`config.mk`:
```
export PLATFORM = sky130hd
export DESIGN_NAME = toggle_mon
export DESIGN_NICKNAME = d
export VERILOG_FILES = /design/src/rtl/toggle_mon_pkg.sv /design/src/rtl/toggle_mon_edge.sv /design/src/rtl/toggle_mon.sv
export SDC_FILE = /design/constraint.sdc
export NUM_CORES = 1
export LEC_CHECK = 0
export ABC_AREA = 0
export ABC_CLOCK_PERIOD_IN_PS = 7100
export BUFFER_PORTS_ARGS = -buffer_cell sky130_fd_sc_hd__buf_2
export CELL_PAD_IN_SITES_DETAIL_PLACEMENT = 0
export CELL_PAD_IN_SITES_GLOBAL_PLACEMENT = 1
export CORE_MARGIN = 3
export CORE_UTILIZATION = 34
export DETAILED_ROUTE_END_ITERATION = 10
export PLACE_DENSITY_LB_ADDON = 0.15
export SLEW_MARGIN = 20
export SYNTH_ARGS = -nofsm -noshare
export SYNTH_HDL_FRONTEND = slang
export SYNTH_SLANG_ARGS = --single-unit
```
`constraint.sdc`:
```
create_clock -name clk -period 7.1 [get_ports clk]
set_clock_uncertainty 0.2 [all_clocks]
set_input_delay 0 -clock clk [delete_from_list [all_inputs] [get_ports clk]]
set_output_delay 0 -clock clk [all_outputs]
set_load 0.01 [all_outputs]
```
`src/rtl/toggle_mon_pkg.sv`:
```
// toggle_mon_pkg: shared state encoding and width constants for the T flip-flop monitor.
package toggle_mon_pkg;
  typedef enum logic [1:0] {IDLE, TRACK, FAULT} state_e;
  localparam int CNT_W_DEF = 16;
  localparam int ERR_W = 8;
endpackage

```
`src/rtl/toggle_mon_edge.sv`:
```
// toggle_mon_edge: registers the observed q and t and derives edge strobes against the previous q.
module toggle_mon_edge (
  input  logic clk,
  input  logic rst,
  input  logic clr_i,
  input  logic q_i,
  input  logic t_i,
  output logic q_prev_o,
  output logic t_prev_o,
  output logic any_edge_o,
  output logic rise_o
);
  logic q_prev_q, t_prev_q;
  always_ff @(posedge clk or posedge rst)
    if (rst) begin
      q_prev_q <= 1'b0;
      t_prev_q <= 1'b0;
    end else begin
      q_prev_q <= clr_i ? 1'b0 : q_i;
      t_prev_q <= clr_i ? 1'b0 : t_i;
    end
  assign q_prev_o   = q_prev_q;
  assign t_prev_o   = t_prev_q;
  assign any_edge_o = q_i ^ q_prev_q;
  assign rise_o     = q_i & ~q_prev_q;
endmodule

```
`src/rtl/toggle_mon.sv`:
```
// toggle_mon: checks an upstream T flip-flop against q_prev^t_prev, counts toggles and errors,
// and (with TOGGLE_MON_PERIOD_EN defined) measures the clk period between rising edges of q.
module toggle_mon
  import toggle_mon_pkg::*;
#(
  parameter int CNT_W     = CNT_W_DEF,
  parameter int ERR_LIMIT = 4
) (
  input  logic             clk,
  input  logic             rst,
  input  logic             q,
  input  logic             t,
  input  logic             clr,
  output logic [CNT_W-1:0] toggle_cnt,
  output logic             mismatch,
  output logic [ERR_W-1:0] err_cnt,
  output logic             fault,
  output logic [CNT_W-1:0] period,
  output logic             period_vld
);
  localparam logic [ERR_W-1:0] LIMIT = ERR_W'(ERR_LIMIT);
  state_e state_q, state_d;
  logic [CNT_W-1:0] tog_q, tog_d;
  logic [ERR_W-1:0] err_q, err_d;
  logic mm_q, mm_d, active, mm, q_prev, t_prev, any_edge, rise;
  toggle_mon_edge u_edge (
    .clk(clk), .rst(rst), .clr_i(clr), .q_i(q), .t_i(t),
    .q_prev_o(q_prev), .t_prev_o(t_prev), .any_edge_o(any_edge), .rise_o(rise)
  );
  always_comb begin
    active  = state_q != IDLE;
    mm      = active && (q != (q_prev ^ t_prev));
    mm_d    = !clr && mm;
    err_d   = clr ? '0 : mm ? err_q + ERR_W'(err_q != '1) : err_q;
    tog_d   = clr ? '0 : (active && any_edge) ? tog_q + CNT_W'(1) : tog_q;
    state_d = clr ? IDLE
            : state_q == IDLE ? TRACK
            : (state_q == TRACK && err_d >= LIMIT) ? FAULT : state_q;
  end
  always_ff @(posedge clk or posedge rst)
    if (rst) begin
      state_q <= IDLE;
      tog_q   <= '0;
      err_q   <= '0;
      mm_q    <= 1'b0;
    end else begin
      state_q <= state_d;
      tog_q   <= tog_d;
      err_q   <= err_d;
      mm_q    <= mm_d;
    end
  assign toggle_cnt = tog_q;
  assign err_cnt    = err_q;
  assign mismatch   = mm_q;
  assign fault      = state_q == FAULT;
`ifdef TOGGLE_MON_PERIOD_EN
  logic [CNT_W-1:0] pcnt_q, pcnt_d, per_q, per_d;
  logic seen_q, seen_d, vld_q, vld_d;
  // The first rise after leaving IDLE only arms the counter; a period needs two rises.
  always_comb begin
    pcnt_d = (clr || !active) ? '0 : rise ? CNT_W'(1) : pcnt_q + CNT_W'(pcnt_q != '1);
    seen_d = !clr && active && (seen_q || rise);
    vld_d  = !clr && active && rise && seen_q;
    per_d  = clr ? '0 : vld_d ? pcnt_q : per_q;
  end
  always_ff @(posedge clk or posedge rst)
    if (rst) begin
      pcnt_q <= '0;
      per_q  <= '0;
      seen_q <= 1'b0;
      vld_q  <= 1'b0;
    end else begin
      pcnt_q <= pcnt_d;
      per_q  <= per_d;
      seen_q <= seen_d;
      vld_q  <= vld_d;
    end
  assign period     = per_q;
  assign period_vld = vld_q;
`else
  logic unused_rise;
  assign unused_rise = rise;
  assign period      = '0;
  assign period_vld  = 1'b0;
`endif
endmodule

```
Yosys cells after proc, flatten, opt, wreduce, memory -nomap -nowiden:

Cells that the tools add are included.
W data, S select, Z words.

* $add $sub $neg: 2
* $lt $le $gt $ge: 1
* equality and inequality tests: 4
* multiplexer cells: 9
* bitwise gates (word level): 2
* reduce and logical (&&, ||, !) cells: 9

Operators by type and width (number)
* $mux W16: 2
* $add A16 B1 Y16 const B: 1
* $mux W8: 2
* $add A8 B1 Y8: 1
* $ge A8 B3 Y1 const B: 1
* $ne A8 B8 Y1 const B: 1
* $mux W2: 3
* $logic_and A1 B1 Y1: 4
* $reduce_bool A2 Y1: 2
* $reduce_bool A3 Y1: 1
* $eq A2 B1 Y1 const B: 1
* $eq A2 B2 Y1 const B: 1
* $logic_not A2 Y1: 1
* $mux W1: 2
* $xor A1 B1 Y1: 2
* $logic_not A1 Y1: 1
* $ne A1 B1 Y1: 1

* register bits after elaboration: 29
* bits of input ports: 5
* output and inout bits: 43
* word-level logic and storage cells: 33

Longest topological paths before layout:

* depth in word-level cells: 10
* depth in mapped cells: 10
* depth with buffers taken out: 9

Cells and area by module:

Synthesis repeated with hierarchy kept, for this count alone.

* cell total of the unflattened synthesis: 177
* area, all modules: 1642.8 µm²

Modules (own cells, without submodules)
* toggle_mon: instances 1, cells an instance 169, area an instance 1556.5 µm², sequential area each 675.6 µm²
* toggle_mon_edge: instances 1, cells an instance 8, area an instance 86.3 µm², sequential area each 50.0 µm²

Worst setup path before layout:

Ideal clock, no wire load.

* path kind: flip-flop to flip-flop
* start point: register err_q[4] (netlist: err_cnt[4])
* end point: register state_q[1]
* data arrival time: 2214 ps
* setup slack: 4557 ps
* stages on the path, launching flop included: 11
* path buffers: 1
* period minus slack after synthesis: 2543 ps
* cells stage by stage: dfrtp_1 -> clkbuf_1 -> nand4_1 -> or2_2 -> ha_1 -> ha_1 -> nand2_1 -> nor4_1 -> mux2i_1 -> nand3_1 -> o41a_1

* longest elaborated chain between the ends: 7

RTL lines
* from (decl): line toggle_mon.sv:24 `logic [ERR_W-1:0] err_q, err_d;`
* from (signal assigned): line toggle_mon.sv:49 `err_q <= err_d;`
* $ne A8 B8 Y1: line toggle_mon.sv:34 `err_d = clr ? '0 : mm ? err_q + ERR_W'(err_q != '1) : err_q;`
* $add A8 B1 Y8: line toggle_mon.sv:34
* $mux W8 * (2 in a row): line toggle_mon.sv:34
* $ge A8 B3 Y1 *: line toggle_mon.sv:38 `: (state_q == TRACK && err_d >= LIMIT) ? FAULT : state_q;`
* $logic_and A1 B1 Y1 *: line toggle_mon.sv:38
* $reduce_bool A3 Y1 (no source line) *
* to (signal assigned): line toggle_mon.sv:47 `state_q <= state_d;`
* to (decl): line toggle_mon.sv:22 `state_e state_q, state_d;`

Mark *: on every way between the ends. The rest lies on a longest branch, timed or not.
A chain may end at the register's enable or synchronous reset.

Final worst setup path:

Same ends and word-level chain as after synthesis.

==> flow_metrics.env <==
export IMPL_grt_busiest_layer="met2"
export IMPL_critPathKind="flop to flop"
export IMPL_floorplan_die_width_um=75.1
export IMPL_ios=48
export IMPL_dp_slack_ns=4.56
export IMPL_dp_cells=248
export IMPL_yosysTopAreaCellShare=0.447
export IMPL_syn_area_per_cell_um2=9.33
export IMPL_gr_usage_met1=0.177
export IMPL_diodes=0
export IMPL_cts_tree="built"
export IMPL_startpoint_type="flop"
export IMPL_setup_violations=0
export IMPL_start_util=0.363
export IMPL_synth_simple_area_share=0.233
export IMPL_end_kind="flop"
export IMPL_rows=24
export IMPL_multiInputGateArea_um2=777
export IMPL_synth_cell_type_count=31
export IMPL_worstPathArrival_ns=2.49
export IMPL_fp_dieH_um=75.1
export IMPL_cts_buffers=5
export IMPL_dpl_cell_area_um2=1740
export IMPL_wl_per_cell_um=12.7
export IMPL_grt_usage=0.126
export IMPL_via_per_inst=4.77
export IMPL_period_share=0.358
export IMPL_yosysSeqAreaShare=0.447
export IMPL_synth_top_cell_by_area="dfrtp_1"
export IMPL_fmax_ghz=0.394
export IMPL_ys_ff_latch=29
export IMPL_cts_root_buf="clkbuf_8"
export IMPL_final_setup_tns_ns=0
export IMPL_rsz0062_at_grt="false"
export IMPL_drt_pass1_iter_count=4
export IMPL_grt_max_degree=34
export IMPL_io_buffer_count=30
export IMPL_period_needed_ns=2.54
export IMPL_synth_compound_area_share=0.0532
export IMPL_synthMuxAreaShare=0.0185
export IMPL_clk_latency_ns=0.27
export IMPL_antenna_found_initial=0
export IMPL_htreeDepth=2
export IMPL_finalInstanceArea_um2=1880
export IMPL_synth_top_family_by_area="simple AND/OR/NAND/NOR gates"
export IMPL_grt_pass1_wl_um=5350
export IMPL_slew_viol_final=0
export IMPL_grt_overflow_total=0
export IMPL_fill_cells=436
export IMPL_finalHoldViolCount=0
export IMPL_use_met2=0.177
export IMPL_met3_usage=0.0414
export IMPL_seqCellArea_um2=726
export IMPL_vias=1235
export IMPL_max_vdd_ir_drop_uv=104
export IMPL_area_delta_synth_final_pct=15.5
export IMPL_yosysWarnings=0
export IMPL_die_area_um2=5640
export IMPL_drive_gt1_frac=0.208
export IMPL_drv_cap=0
export IMPL_required_ns=7.06
export IMPL_syn_inst=174
export IMPL_postRouteAntennaNets=0
export IMPL_powerDensity_nw_per_um2=190
export IMPL_route_detailed_drc=0
export IMPL_p_leak_uw=0.000895
export IMPL_fin_nets=214
export IMPL_hp_class="input pin to flop"
export IMPL_cts_sinks=29
export IMPL_path_max_fanout=7
export IMPL_gp_congestion=0.799
export IMPL_place_hpwl_um=2380
export IMPL_worst_slew_pin_slew_ns=0.947
export IMPL_drt_initial_drc_count=81
export IMPL_fin_cells=259
export IMPL_worst_slack_ns=4.56
export IMPL_drt_wl_total_um=3290
export IMPL_synthTopCellsByArea="dfrtp_1, buf_4, xnor2_1"
export IMPL_hold_worst_slack_ns=0.0238
export IMPL_grt_pass1_vias=1117
export IMPL_core_um2=4470
export IMPL_clkTransAtPathRegs_ns=0.06
export IMPL_synthXorXnorAreaFrac=0.112
export IMPL_timing_slew_headroom=0.366
export IMPL_outcome="finished, final reports clean"
export IMPL_post_cts_buffers=0
export IMPL_synthAdderAreaFrac=0.0231
export IMPL_syn_cell_area_um2=1620
export IMPL_cts_max_path_buffers=2
## through the flow
step           total power [uW]  utilization
2_1_floorplan               206            -
3_3_place_gp                209        0.390
3_5_place_dp                210        0.390
4_1_cts                     361        0.419
5_1_grt                     373        0.419
6_report                    356        0.419
## what timing repair did
action                    in CTS  in global routing
hold buffers                   3                  0
hold endpoints to repair      31                  0
resized for setup              0                  0
## metal layers
| metal | vias up | part of all wire |
|---|---|---|
| met4 | 0 | 0.0088 |
| met2 | 45 | 0.45 |
| li1 | 625 | - |
| met3 | 4 | 0.073 |
| met5 | - | 0 |
| met1 | 561 | 0.47 |
## synthesized netlist by cell type
| library cell | number |
|---|---|
| a21o_1 | 1 |
| a21oi_1 | 5 |
| a311oi_1 | 1 |
| and4_1 | 1 |
| buf_2 | 1 |
| buf_4 | 17 |
| clkbuf_1 | 6 |
| conb_1 | 1 |
| dfrtp_1 | 29 |
| ha_1 | 3 |
| inv_1 | 7 |
| mux2i_1 | 3 |
| nand2_1 | 10 |
| nand3_1 | 7 |
| nand4_1 | 6 |
| nor2_1 | 24 |
| nor2b_1 | 6 |
| nor3_1 | 7 |
| nor3b_1 | 1 |
| nor4_1 | 5 |
| nor4b_1 | 1 |
| o21ai_0 | 5 |
| o41a_1 | 1 |
| o41ai_1 | 1 |
| or2_2 | 2 |
| or3_1 | 2 |
| or4b_1 | 1 |
| or4b_4 | 1 |
| xnor2_1 | 12 |
| xnor3_2 | 1 |
| xor2_1 | 6 |
## worst paths after layout
kind	from	end	slack, ns	cells past startpoint
min in group asynchronous	rst	err_cnt[1]	0.14	3
worst max-delay path	err_cnt[4]	state_q[1]	4.56	9
worst min-delay path	clr	toggle_cnt[8]	0.02	2
worst max register to register	err_cnt[4]	state_q[1]	4.56	9
worst min register to register	toggle_cnt[15]	toggle_cnt[15]	0.35	2
max in group asynchronous	rst	toggle_cnt[8]	6.16	3
## power breakdown
| part | switching, uW | internal [uW] |
|---|---|---|
| clock | 60.7 | 87.5 |
| sequential | 3.86 | 169 |
| combinational | 23.2 | 11.1 |
## worst max-delay path: stages (launching register included)
cell and delay (ns):
dfrtp_1 0.47, nand4_1 0.14, or2_2 0.32, ha_1 0.20, ha_1 0.20, nand2_1 0.10, nor4_1 0.06, mux2i_1 0.23
nand3_1 0.12, o41a_1 0.38
## cell families after synthesis
logic type               after synthesis
adder cells (fa/ha/maj)                3
multiplexers                           3
other                                  1
flip-flops                            29
buffers and inverters                 31
XOR/XNOR                              19
AND/OR/NAND/NOR                       74
AO/OA/AOI/OAI                         14
## cells in the final DEF (no fill, tap or decap), types with 2 or more instances in the layout
master and n:
nor4_1 5, nand2_1 10, ha_1 3, nor2b_1 6, or2_2 2, nor3_1 7
mux2i_1 3, dlygate4sd3_1 3, nor2_1 24, conb_1 17, buf_2 30, inv_1 6
xor2_1 6, clkbuf_8 7, or3_1 2, nand3_1 7, a21oi_1 5, dfrtp_1 29
o21ai_0 5, nand4_1 6, xnor2_1 12
## cell type report
| cell class | count | share of cell area |
|---|---|---|
| timing repair buffer | 33 | 0.0961 |
| multi-input combinational | 130 | 0.414 |
| clock buffer | 7 | 0.0514 |
| clock inverter | 1 | 0.00267 |
| inverter | 7 | 0.0140 |
| tap | 52 | 0.0347 |
| sequential | 29 | 0.387 |
## state kept, by name (all words and copies together), names as in the netlist
register / count
err_cnt: 8
mismatch: 1
state_q: 2
toggle_cnt: 16
u_edge.q_prev_o: 1
u_edge.t_prev_o: 1
No activity file was read; power rests on OpenSTA's default activity.
